File: src/rtl/ekf_stage_sched.sv
// EKF stage command scheduler: queues PRD/NEW/UPD requests and issues them one at a
// time to the RSA engine, following each through its init/done handshake under a watchdog.
module ekf_stage_sched #(
   parameter int ROW_LEN  = 10,
   parameter int QDEPTH   = 4,
   parameter int HOLD_CYC = 2,
   parameter int TO_W     = 16,
   parameter int TIMEOUT  = 1000
) (
   input  logic                      clk,
   input  logic                      sys_rst,
   input  logic                      req_val,
   input  logic [2:0]                req_stage,
   input  logic [ROW_LEN-1:0]        req_lk,
   output logic                      req_rdy,
   output logic [2:0]                stage_val,
   input  logic [2:0]                stage_rdy,
   input  logic                      init_predict,
   input  logic                      init_newlm,
   input  logic                      init_update,
   input  logic                      done_predict,
   input  logic                      done_newlm,
   input  logic                      done_update,
   output logic [ROW_LEN-1:0]        landmark_num,
   output logic [ROW_LEN-1:0]        l_k,
   output logic                      busy,
   output logic                      cmpl_val,
   output logic [2:0]                cmpl_stage,
   output logic                      err_cmd,
   output logic                      err_timeout,
   output logic [$clog2(QDEPTH):0]   q_count
);
   localparam int QW = $clog2(QDEPTH);
   localparam int CW = QW + 1;
   localparam int HW = $clog2(HOLD_CYC + 1);

   localparam logic [2:0] ST_PRD = 3'b001;
   localparam logic [2:0] ST_NEW = 3'b010;
   localparam logic [2:0] ST_UPD = 3'b100;

   typedef enum logic [2:0] {S_IDLE, S_ISSUE, S_WAIT_INIT, S_WAIT_DONE, S_RETIRE} state_t;

   state_t             state_q, state_d;
   logic [HW-1:0]      hold_q, hold_d;
   logic [TO_W-1:0]    wd_q, wd_d;
   logic [2:0]         stage_q, stage_d, sv_q, sv_d;
   logic [ROW_LEN-1:0] lk_q, lk_d, lm_q, lm_d;
   logic               abort_q, abort_d, done_seen_q, done_seen_d, err_to_q, err_to_d;
   logic               err_cmd_q;

   logic [2:0]         fifo_stage_q [QDEPTH];
   logic [ROW_LEN-1:0] fifo_lk_q    [QDEPTH];
   logic [QW-1:0]      wr_ptr_q, rd_ptr_q;
   logic [CW-1:0]      cnt_q;
   logic [2:0]         head_stage;
   logic [ROW_LEN-1:0] head_lk;
   logic               cmd_legal, accept, push, pop, init_hit, done_hit;

   assign req_rdy    = ~sys_rst & (cnt_q != CW'(QDEPTH));
   assign accept     = req_val & req_rdy;
   assign cmd_legal  = ((req_stage == ST_PRD) || (req_stage == ST_NEW) || (req_stage == ST_UPD))
                       && !((req_stage == ST_UPD) && (req_lk >= lm_q));
   assign push       = accept & cmd_legal;
   assign head_stage = fifo_stage_q[rd_ptr_q];
   assign head_lk    = fifo_lk_q[rd_ptr_q];

   // NOTE: payload storage has no reset; validity is defined solely by the pointers and count.
   always_ff @(posedge clk) begin
      if (push) begin
         fifo_stage_q[wr_ptr_q] <= req_stage;
         fifo_lk_q[wr_ptr_q]    <= req_lk;
      end
   end

   always_ff @(posedge clk or posedge sys_rst) begin
      if (sys_rst) begin
         wr_ptr_q  <= '0;
         rd_ptr_q  <= '0;
         cnt_q     <= '0;
         err_cmd_q <= 1'b0;
      end else begin
         if (push) wr_ptr_q <= wr_ptr_q + QW'(1);
         if (pop)  rd_ptr_q <= rd_ptr_q + QW'(1);
         cnt_q     <= cnt_q + CW'(push) - CW'(pop);
         err_cmd_q <= accept & ~cmd_legal;
      end
   end

   assign init_hit = |({init_update, init_newlm, init_predict} & stage_q);
   assign done_hit = |({done_update, done_newlm, done_predict} & stage_q);

   // NOTE: every value written here gets a default first, so no path can infer a latch.
   always_comb begin
      state_d     = state_q;
      hold_d      = hold_q;
      wd_d        = wd_q;
      stage_d     = stage_q;
      lk_d        = lk_q;
      lm_d        = lm_q;
      abort_d     = abort_q;
      done_seen_d = done_seen_q;
      err_to_d    = err_to_q;
      sv_d        = '0;
      pop         = 1'b0;
      case (state_q)
         S_IDLE: begin
            if ((cnt_q != '0) && ((stage_rdy & head_stage) != '0)) begin
               pop         = 1'b1;
               stage_d     = head_stage;
               if (head_stage == ST_UPD) lk_d = head_lk;
               hold_d      = '0;
               abort_d     = 1'b0;
               done_seen_d = 1'b0;
               state_d     = S_ISSUE;
            end
         end
         S_ISSUE: begin
            // stage_val is registered, so it appears one cycle into ISSUE and drops as we leave.
            if (hold_q == HW'(HOLD_CYC)) begin
               wd_d    = '0;
               state_d = S_WAIT_INIT;
            end else begin
               hold_d = hold_q + HW'(1);
               sv_d   = stage_q;
            end
         end
         S_WAIT_INIT: begin
            if (init_hit) begin
               wd_d        = '0;
               done_seen_d = done_hit;
               state_d     = S_WAIT_DONE;
            end else if (wd_q == TO_W'(TIMEOUT - 1)) begin
               abort_d  = 1'b1;
               err_to_d = 1'b1;
               state_d  = S_RETIRE;
            end else begin
               wd_d = wd_q + TO_W'(1);
            end
         end
         S_WAIT_DONE: begin
            if (done_hit || done_seen_q) begin
               done_seen_d = 1'b0;
               state_d     = S_RETIRE;
            end else if (wd_q == TO_W'(TIMEOUT - 1)) begin
               abort_d  = 1'b1;
               err_to_d = 1'b1;
               state_d  = S_RETIRE;
            end else begin
               wd_d = wd_q + TO_W'(1);
            end
         end
         S_RETIRE: begin
            if ((stage_q == ST_NEW) && !abort_q && (lm_q != '1)) lm_d = lm_q + ROW_LEN'(1);
            state_d = S_IDLE;
         end
         default: state_d = S_IDLE;
      endcase
   end

   always_ff @(posedge clk or posedge sys_rst) begin
      if (sys_rst) begin
         state_q     <= S_IDLE;
         hold_q      <= '0;
         wd_q        <= '0;
         stage_q     <= '0;
         sv_q        <= '0;
         lk_q        <= '0;
         lm_q        <= '0;
         abort_q     <= 1'b0;
         done_seen_q <= 1'b0;
         err_to_q    <= 1'b0;
      end else begin
         state_q     <= state_d;
         hold_q      <= hold_d;
         wd_q        <= wd_d;
         stage_q     <= stage_d;
         sv_q        <= sv_d;
         lk_q        <= lk_d;
         lm_q        <= lm_d;
         abort_q     <= abort_d;
         done_seen_q <= done_seen_d;
         err_to_q    <= err_to_d;
      end
   end

   assign stage_val    = sv_q;
   assign landmark_num = lm_q;
   assign l_k          = lk_q;
   assign busy         = (state_q != S_IDLE);
   assign cmpl_val     = (state_q == S_RETIRE);
   assign cmpl_stage   = cmpl_val ? stage_q : 3'b000;
   assign err_cmd      = err_cmd_q;
   assign err_timeout  = err_to_q;
   assign q_count      = cnt_q;

endmodule

File: config.mk
export PLATFORM = sky130hd
export DESIGN_NAME = ekf_stage_sched
export DESIGN_NICKNAME = d
export VERILOG_FILES = /design/src/rtl/ekf_stage_sched.sv
export SDC_FILE = /design/constraint.sdc
export NUM_CORES = 1
export LEC_CHECK = 0
export BUFFER_PORTS_ARGS = -buffer_cell sky130_fd_sc_hd__buf_2
export CORE_MARGIN = 3
export CORE_UTILIZATION = 53
export CTS_BUF_LIST = sky130_fd_sc_hd__clkbuf_4
export DETAILED_ROUTE_END_ITERATION = 10
export PLACE_DENSITY = 0.7
export SYNTH_ARGS = -nofsm -noshare
export SYNTH_HDL_FRONTEND = slang
export SYNTH_SLANG_ARGS = --single-unit
File: constraint.sdc
create_clock -name clk -period 3.2 [get_ports clk]
set_input_delay 0.32 -clock clk [delete_from_list [all_inputs] [get_ports clk]]
set_output_delay 0.32 -clock clk [all_outputs]
set_load 0.02 [all_outputs]
==> qor.yml, run 1 <==
drtIter0Drc: 165
avgSynthCellArea_um2: 12.9
coreArea_um2: 9330
placed_area_um2: 5610
hold_viol: 0
cts_sinks: 110
wl_um: 9800
grt_pass1_vias: 3349
cts_tree: "built"
syn_nets: 443
cp-start-kind: "flop"
drtPass1Iterations: 5
max-cap-violations: 0
grt_max_degree: 26
period_needed_ns: 2.84
antenna_found_initial: 0
num_antenna_cells: 0
clock_latency_ns: 0.45
synth_area_um2: 5130
hold_class: "primary input to flop"
avgRoutedWirePerCell_um: 16.3
power.leakage_nw: 2.38
finalCritPeriodShare_pct: 88.7
synthCells: 398
crit_type: "flop to flop"
htreeDepth: 3
gp_congestion: 0.817
clk_pin_slew_ns: 0.17
worstMarginPinSlew_ns: 0.609
area_growth_pct: 12.2
dp.cells: 585
yosysWarnings: 0
peakVddDrop_v: 0.000557
seq_area_um2: 3010
r2r_slack_ns: 0.36
arrival_ns: 3.19
start_util_pct: 55.0
multiInputGateArea_um2: 1970
port_buffers: 58
postCtsSetupBuffers: 0
status: "completed"
dieArea_um2: 10900
die_h_um: 104
maxSlewViolCount: 0
antenna_left: 0
layout.cells.non_filler: 602
track_usage_pct: 19.0
root_buffer: "clkbuf_4"
rsz0062_at_grt: "false"
synthDistinctLibCells: 63
slew_headroom_pct: 59.4
vias: 3397
core.rowCount: 35
place_hpwl_um: 7150
final_area_um2: 5760
fillCellCount: 752
power_density_nw_per_um2: 687
fin_tns_setup_ns: 0
layout-drive-gt1-share_pct: 22.8
fmax_ghz: 0.352
cp_max_fo: 6
via_per_inst: 5.64
clock_path_buffers: 2
ys_seq_elements: 110
drc: 0
synthFlopType: "dfrtp_1"
worstSetupEndpointType: "flop"
synth_edf_count: 52
clock_skew_ns: 0.0169
die_x_um: 104
synthArstFlopShare_pct: 52.7
overflow: 0
io_pins: 59
grt_pass1_wl_um: 16400
cts_inserted_buffers: 9
design.final.nets: 513
total_power_mw: 3.95
finalSetupViolCount: 0
seq_area_frac_synth_pct: 58.7
cp.required_ns: 3.56
## where the power goes
part | total, mW | switching (mW) | internal, mW | leakage (nW)
clock network | 0.687 | 0.448 | 0.239 | 0.0646
registers | 1.89 | 0.198 | 1.69 | 1.23
logic | 1.38 | 0.783 | 0.598 | 1.09
## layer usage
layer | wire length, um | up-vias | global-route usage (%) | share of wire [%]
li1 | - | 1621 | - | -
met1 | 4380 | 1693 | 25.5 | 45
met2 | 4820 | 68 | 31.0 | 49
met3 | 407 | 15 | 3.72 | 4.2
met4 | 185 | 0 | 6.65 | 1.9
met5 | 0 | - | 0 | 0
## cell usage after synthesis, drive strengths merged, types with 3 or more instances
master	instances	area, um^2
dfrtp	58	1450
edfxtp	52	1560
nand2	28	105
inv	25	93.8
o21ai	22	110
a21oi	20	100
ha	19	238
mux2	14	158
nor2	13	48.8
mux4	12	270
or3	11	68.8
xnor2	10	87.6
nand3	9	45.0
nand4	8	50.1
nor3	8	40.0
and3	7	45.1
buf	7	43.8
and2	6	37.5
nand2b	6	37.5
xor2	6	52.6
a31oi	4	25.0
clkbuf	4	15.0
mux2i	4	40.0
a21o	3	22.5
nand3b	3	22.5
or2	3	18.8
## sequential cells by signal, summed over array words and instances, names as in the netlist, 10 cells and up
| signal | count |
|---|---|
| fifo_stage_q | 12 |
| l_k | 10 |
| fifo_lk_q | 40 |
| wd_q | 16 |
| landmark_num | 10 |
## timing repair
| action | CTS | global route |
|---|---|---|
| endpoints found under the hold margin | 15 | 0 |
| hold buffers | 1 | 0 |
| resized for setup | 0 | 0 |
| setup endpoints to repair | 0 | 0 |
## worst max-delay path: stages (launching register included)
cell	delay [ns]
dfrtp_1	0.47
ha_1	0.29
nand2b_1	0.14
a211oi_1	0.25
o21ai_1	0.22
a21oi_1	0.25
o21ai_0	0.11
ha_1	0.28
inv_1	0.04
ha_1	0.18
fa_1	0.37
xnor2_1	0.13
## path summary, 6_finish.rpt
check	from	endpoint	cells after the start
worst max-delay path	landmark_num[0]$_DFFE_PP0P_	q_count[2]$_DFF_PP0_	11
worst min-delay path	req_lk[1]	fifo_lk_q[1][1]$_DFFE_PP_	1
worst max register to register	landmark_num[0]$_DFFE_PP0P_	q_count[2]$_DFF_PP0_	11
worst min register to register	err_timeout$_DFFE_PP0P_	err_timeout$_DFFE_PP0P_	1
max in group asynchronous	sys_rst	l_k[8]$_DFFE_PP0P_	4
min in group asynchronous	sys_rst	abort_q$_DFFE_PP0P_	3
## stage by stage
step | hold WS (ns) | util [%] | setup slack, ns
after floorplan | 0.419 | - | 0.570
after global placement | 0.335 | 60.1 | 0.414
after detailed placement | 0.350 | 60.1 | 0.328
after CTS | 0.0557 | 61.7 | 0.383
after global routing | 0.0646 | 61.7 | 0.197
final | 0.0803 | 61.7 | 0.363
## area by class of cell
cell class                 count  area share, %
timing repair buffer          70           6.65
sequential                   110           52.3
tap                          129           2.80
inverter                      25           1.63
multi-input combinational    252           34.1
clock buffer                   9           1.17
clock inverter                 7           1.28
## cells by family after synthesis
group | count (synthesis) | share of synthesized area (%)
and+or+nand+nor | 117 | 12.6
DFF | 110 | 58.7
AOI/OAI and AO/OA | 69 | 8.88
buffers and inverters | 36 | 2.97
muxes | 30 | 9.12
adders and majority gates | 20 | 5.02
xor gates and xnor gates | 16 | 2.73
## layout by cell type, fill, tap and decap left out, types with 9 or more instances in the layout
cell type  synthesis  layout
a21oi_1           20      20
buf_2              2      58
buf_4              2      11
clkbuf_4           0       9
dfrtp_1           58      58
edfxtp_1          52      52
ha_1              19      19
inv_1             24      23
mux2_1            12      12
mux4_2            12      12
nand2_1           28      28
nand3_1            9       9
nor2_1            13      13
o21ai_0           14      14
or3_1             11      11
xnor2_1           10      10
Note: power is estimated with default switching activity, not from simulation.
==> run 2, diff against run 1 <==
ABC_AREA = 1   (was not set)
HOLD_SLACK_MARGIN = 0.1   (was not set)
SLEW_MARGIN = 20   (was not set)
==> run 2 against run 1 <==
Global-route usage rose by 4.1 points. Clock skew barely moved. Die area rose by 5.9%. Routed wire length rose by 24%. Hold slack improved by 0.11 ns. Clock power fell by 4.8%. Register-to-register slack improved by 0.03 ns. Sequential share of layout area fell by 3.6 points. Sequential power barely moved. Critical path type is now primary input to flop. Largest cell class unchanged. Highest routed layer unchanged.
==> qor.yml, run 2 <==
layout.cells.non_filler: 823
peakVddDrop_v: 0.000681
synthArstFlopShare_pct: 52.7
status: "completed"
cpPeakStageDelay_ns: 0.54
synth_top_family_by_area: "simple AND/OR/NAND/NOR gates"
yosysTopAreaCellShare_pct: 28.6
clk_pin_slew_ns: 0.17
final_common_cell: "nand2_1"
ys_top_cells_by_count: "nand2_1 (162), inv_1 (68), nor2_1 (63)"
overflow: 0
port_buffers: 58
drtIter0Drc: 282
cts_inserted_buffers: 9
root_buffer: "clkbuf_4"
maxSlewViolCount: 0
clock_latency_ns: 0.48
num_antenna_cells: 0
track_usage_pct: 23.1
cts_tree: "built"
gp_congestion: 0.887
seq_area_frac_synth_pct: 55.2
finalSetupViolCount: 0
fmax_ghz: 0.355
wl_um: 12200
cp.depth: 14
synthMuxAreaShare_pct: 0
dieArea_um2: 11500
coreArea_um2: 9910
start_util_pct: 55.1
via_per_inst: 5.26
rsz0062_at_grt: "false"
vias: 4330
reg2reg_depth: 15
synth-compound-area-share_pct: 7.18
worst_path_most_repeated_cell: "ha_1"
grt_max_degree: 29
ys_seq_elements: 110
antenna_left: 0
postCtsSetupBuffers: 0
placed_area_um2: 5910
clock_path_buffers: 2
fin_tns_setup_ns: 0
synthCells: 604
final_area_um2: 6180
clock_skew_ns: 0.0169
synthFlopType: "dfrtp_1"
max-cap-violations: 0
finalCritPeriodShare_pct: 88.0
synth-simple-area-share_pct: 24.6
cp_max_fo: 7
worstSetupEndpointType: "flop"
synth_xor_area_share_pct: 1.93
min_path_cells: 5
yosysWarnings: 0
path_cells: "dlygate4sd3_1 -> buf_2 -> ha_1 -> nand2_1 -> inv_1 -> a21oi_1 -> nand4_1 -> nand2_1 -> nand3_1 -> ha_1 -> inv_1 -> ha_1 -> fa_1 -> xor2_1"
fillCellCount: 863
period_needed_ns: 2.82
cts_resized: 0
power_density_nw_per_um2: 690
cp_slowest_cell: "dlygate4sd3_1"
grt_pass1_wl_um: 20800
cpLargestDelayFamily: "adder cells"
layout-drive-gt1-share_pct: 14.8
cp_num_buf_inv: 4
synth_most_common_cell: "nand2_1"
arrival_ns: 3.21
avgRoutedWirePerCell_um: 14.8
antenna_found_initial: 0
cp-start-kind: "primary input"
synth_edf_count: 52
reg_top3: "fifo_lk_q x40, wd_q x16, fifo_stage_q x12"
hold_viol: 0
io_pins: 59
synth_area_um2: 5460
cp.required_ns: 3.59
drc: 0
largest_reg_flops: 40
power.leakage_nw: 2.84
worstMarginPinSlew_ns: 0.595
design.final.nets: 730
area_growth_pct: 13.3
core.rowCount: 36
drtPass1Iterations: 5
ys_top_cells_by_area: "edfxtp_1 (29%), dfrtp_1 (27%), nand2_1 (11%)"
syn_nets: 649
regMostFlops: "fifo_lk_q"
grt_pass1_vias: 4247
avgSynthCellArea_um2: 9.03
crit_type: "primary input to flop"
dp.cells: 793
cts_sinks: 110
htreeDepth: 3
slew_headroom_pct: 60.3
total_power_mw: 4.26
die_x_um: 107
hold_class: "primary input to flop"
final_cell_mix: "nand2_1 (162), inv_1 (67), nor2_1 (63)"
die_h_um: 107
synth-adder-area-share_pct: 4.72
final_util_pct: 62.4
synthDistinctLibCells: 38
synth_top_cell_by_area: "edfxtp_1"
place_hpwl_um: 8800
run 2: tightest hold or removal path: stages:
cell and delay (ns):
buf_2 0.07, nand2_1 0.04, nand3_1 0.08, nand3_1 0.07, nand2_1 0.06
run 2: path summary, 6_finish.rpt:
| path | from | endpoint | slack, ns |
|---|---|---|---|
| max | req_lk[9] | q_count[2]$_DFF_PP0_ | 0.38 |
| min | done_update | done_seen_q$_DFFE_PP0P_ | 0.19 |
| max reg2reg | landmark_num[5]$_DFFE_PP0P_ | q_count[2]$_DFF_PP0_ | 0.39 |
| min reg2reg | err_timeout$_DFFE_PP0P_ | err_timeout$_DFFE_PP0P_ | 0.49 |
| max in group asynchronous | sys_rst | l_k[0]$_DFFE_PP0P_ | 2.09 |
| min in group asynchronous | sys_rst | q_count[0]$_DFF_PP0_ | 0.43 |
run 2: metrics by stage:
step / hold slack [ns] / worst slack (ns)
after floorplan: 0.419 / 0.525
after global placement: 0.427 / 0.480
after detailed placement: 0.439 / 0.381
after CTS: 0.157 / 0.356
after global routing: 0.220 / 0.0892
final: 0.194 / 0.383
run 2: layout make-up:
class | instances | area (um^2) | area share (%)
clock buffers | 9 | 67.6 | 1.09
clock inverters | 7 | 57.6 | 0.931
inverters | 74 | 280 | 4.54
multi-input cells | 409 | 2100 | 33.9
flip-flops and latches | 110 | 3010 | 48.8
well taps | 133 | 166 | 2.69
repair buffers | 81 | 498 | 8.06
run 2: logic make-up after synthesis:
logic type / Yosys count
adders and majority gates: 20
DFF: 110
and+or+nand+nor: 308
buffers and inverters: 85
AOI/OAI and AO/OA: 69
xor gates and xnor gates: 12
run 2: power breakdown:
| part | switching (mW) | internal [mW] |
|---|---|---|
| Sequential | 0.210 | 1.69 |
| Combinational | 1.16 | 0.542 |
| Clock | 0.483 | 0.171 |
run 2: layer usage:
metal / part of all wire (%) / up-vias / GRT usage (%)
li1: - / 2161 / -
met1: 47 / 2039 / 32.8
met2: 46 / 118 / 35.7
met3: 5.6 / 12 / 5.88
met4: 1.1 / 0 / 6.40
met5: 0 / - / 0
run 2: timing repair:
| action | in CTS | in global routing |
|---|---|---|
| setup endpoints to repair | 0 | 0 |
| endpoints found under the hold margin | 78 | 0 |
| hold buffers | 14 | 0 |
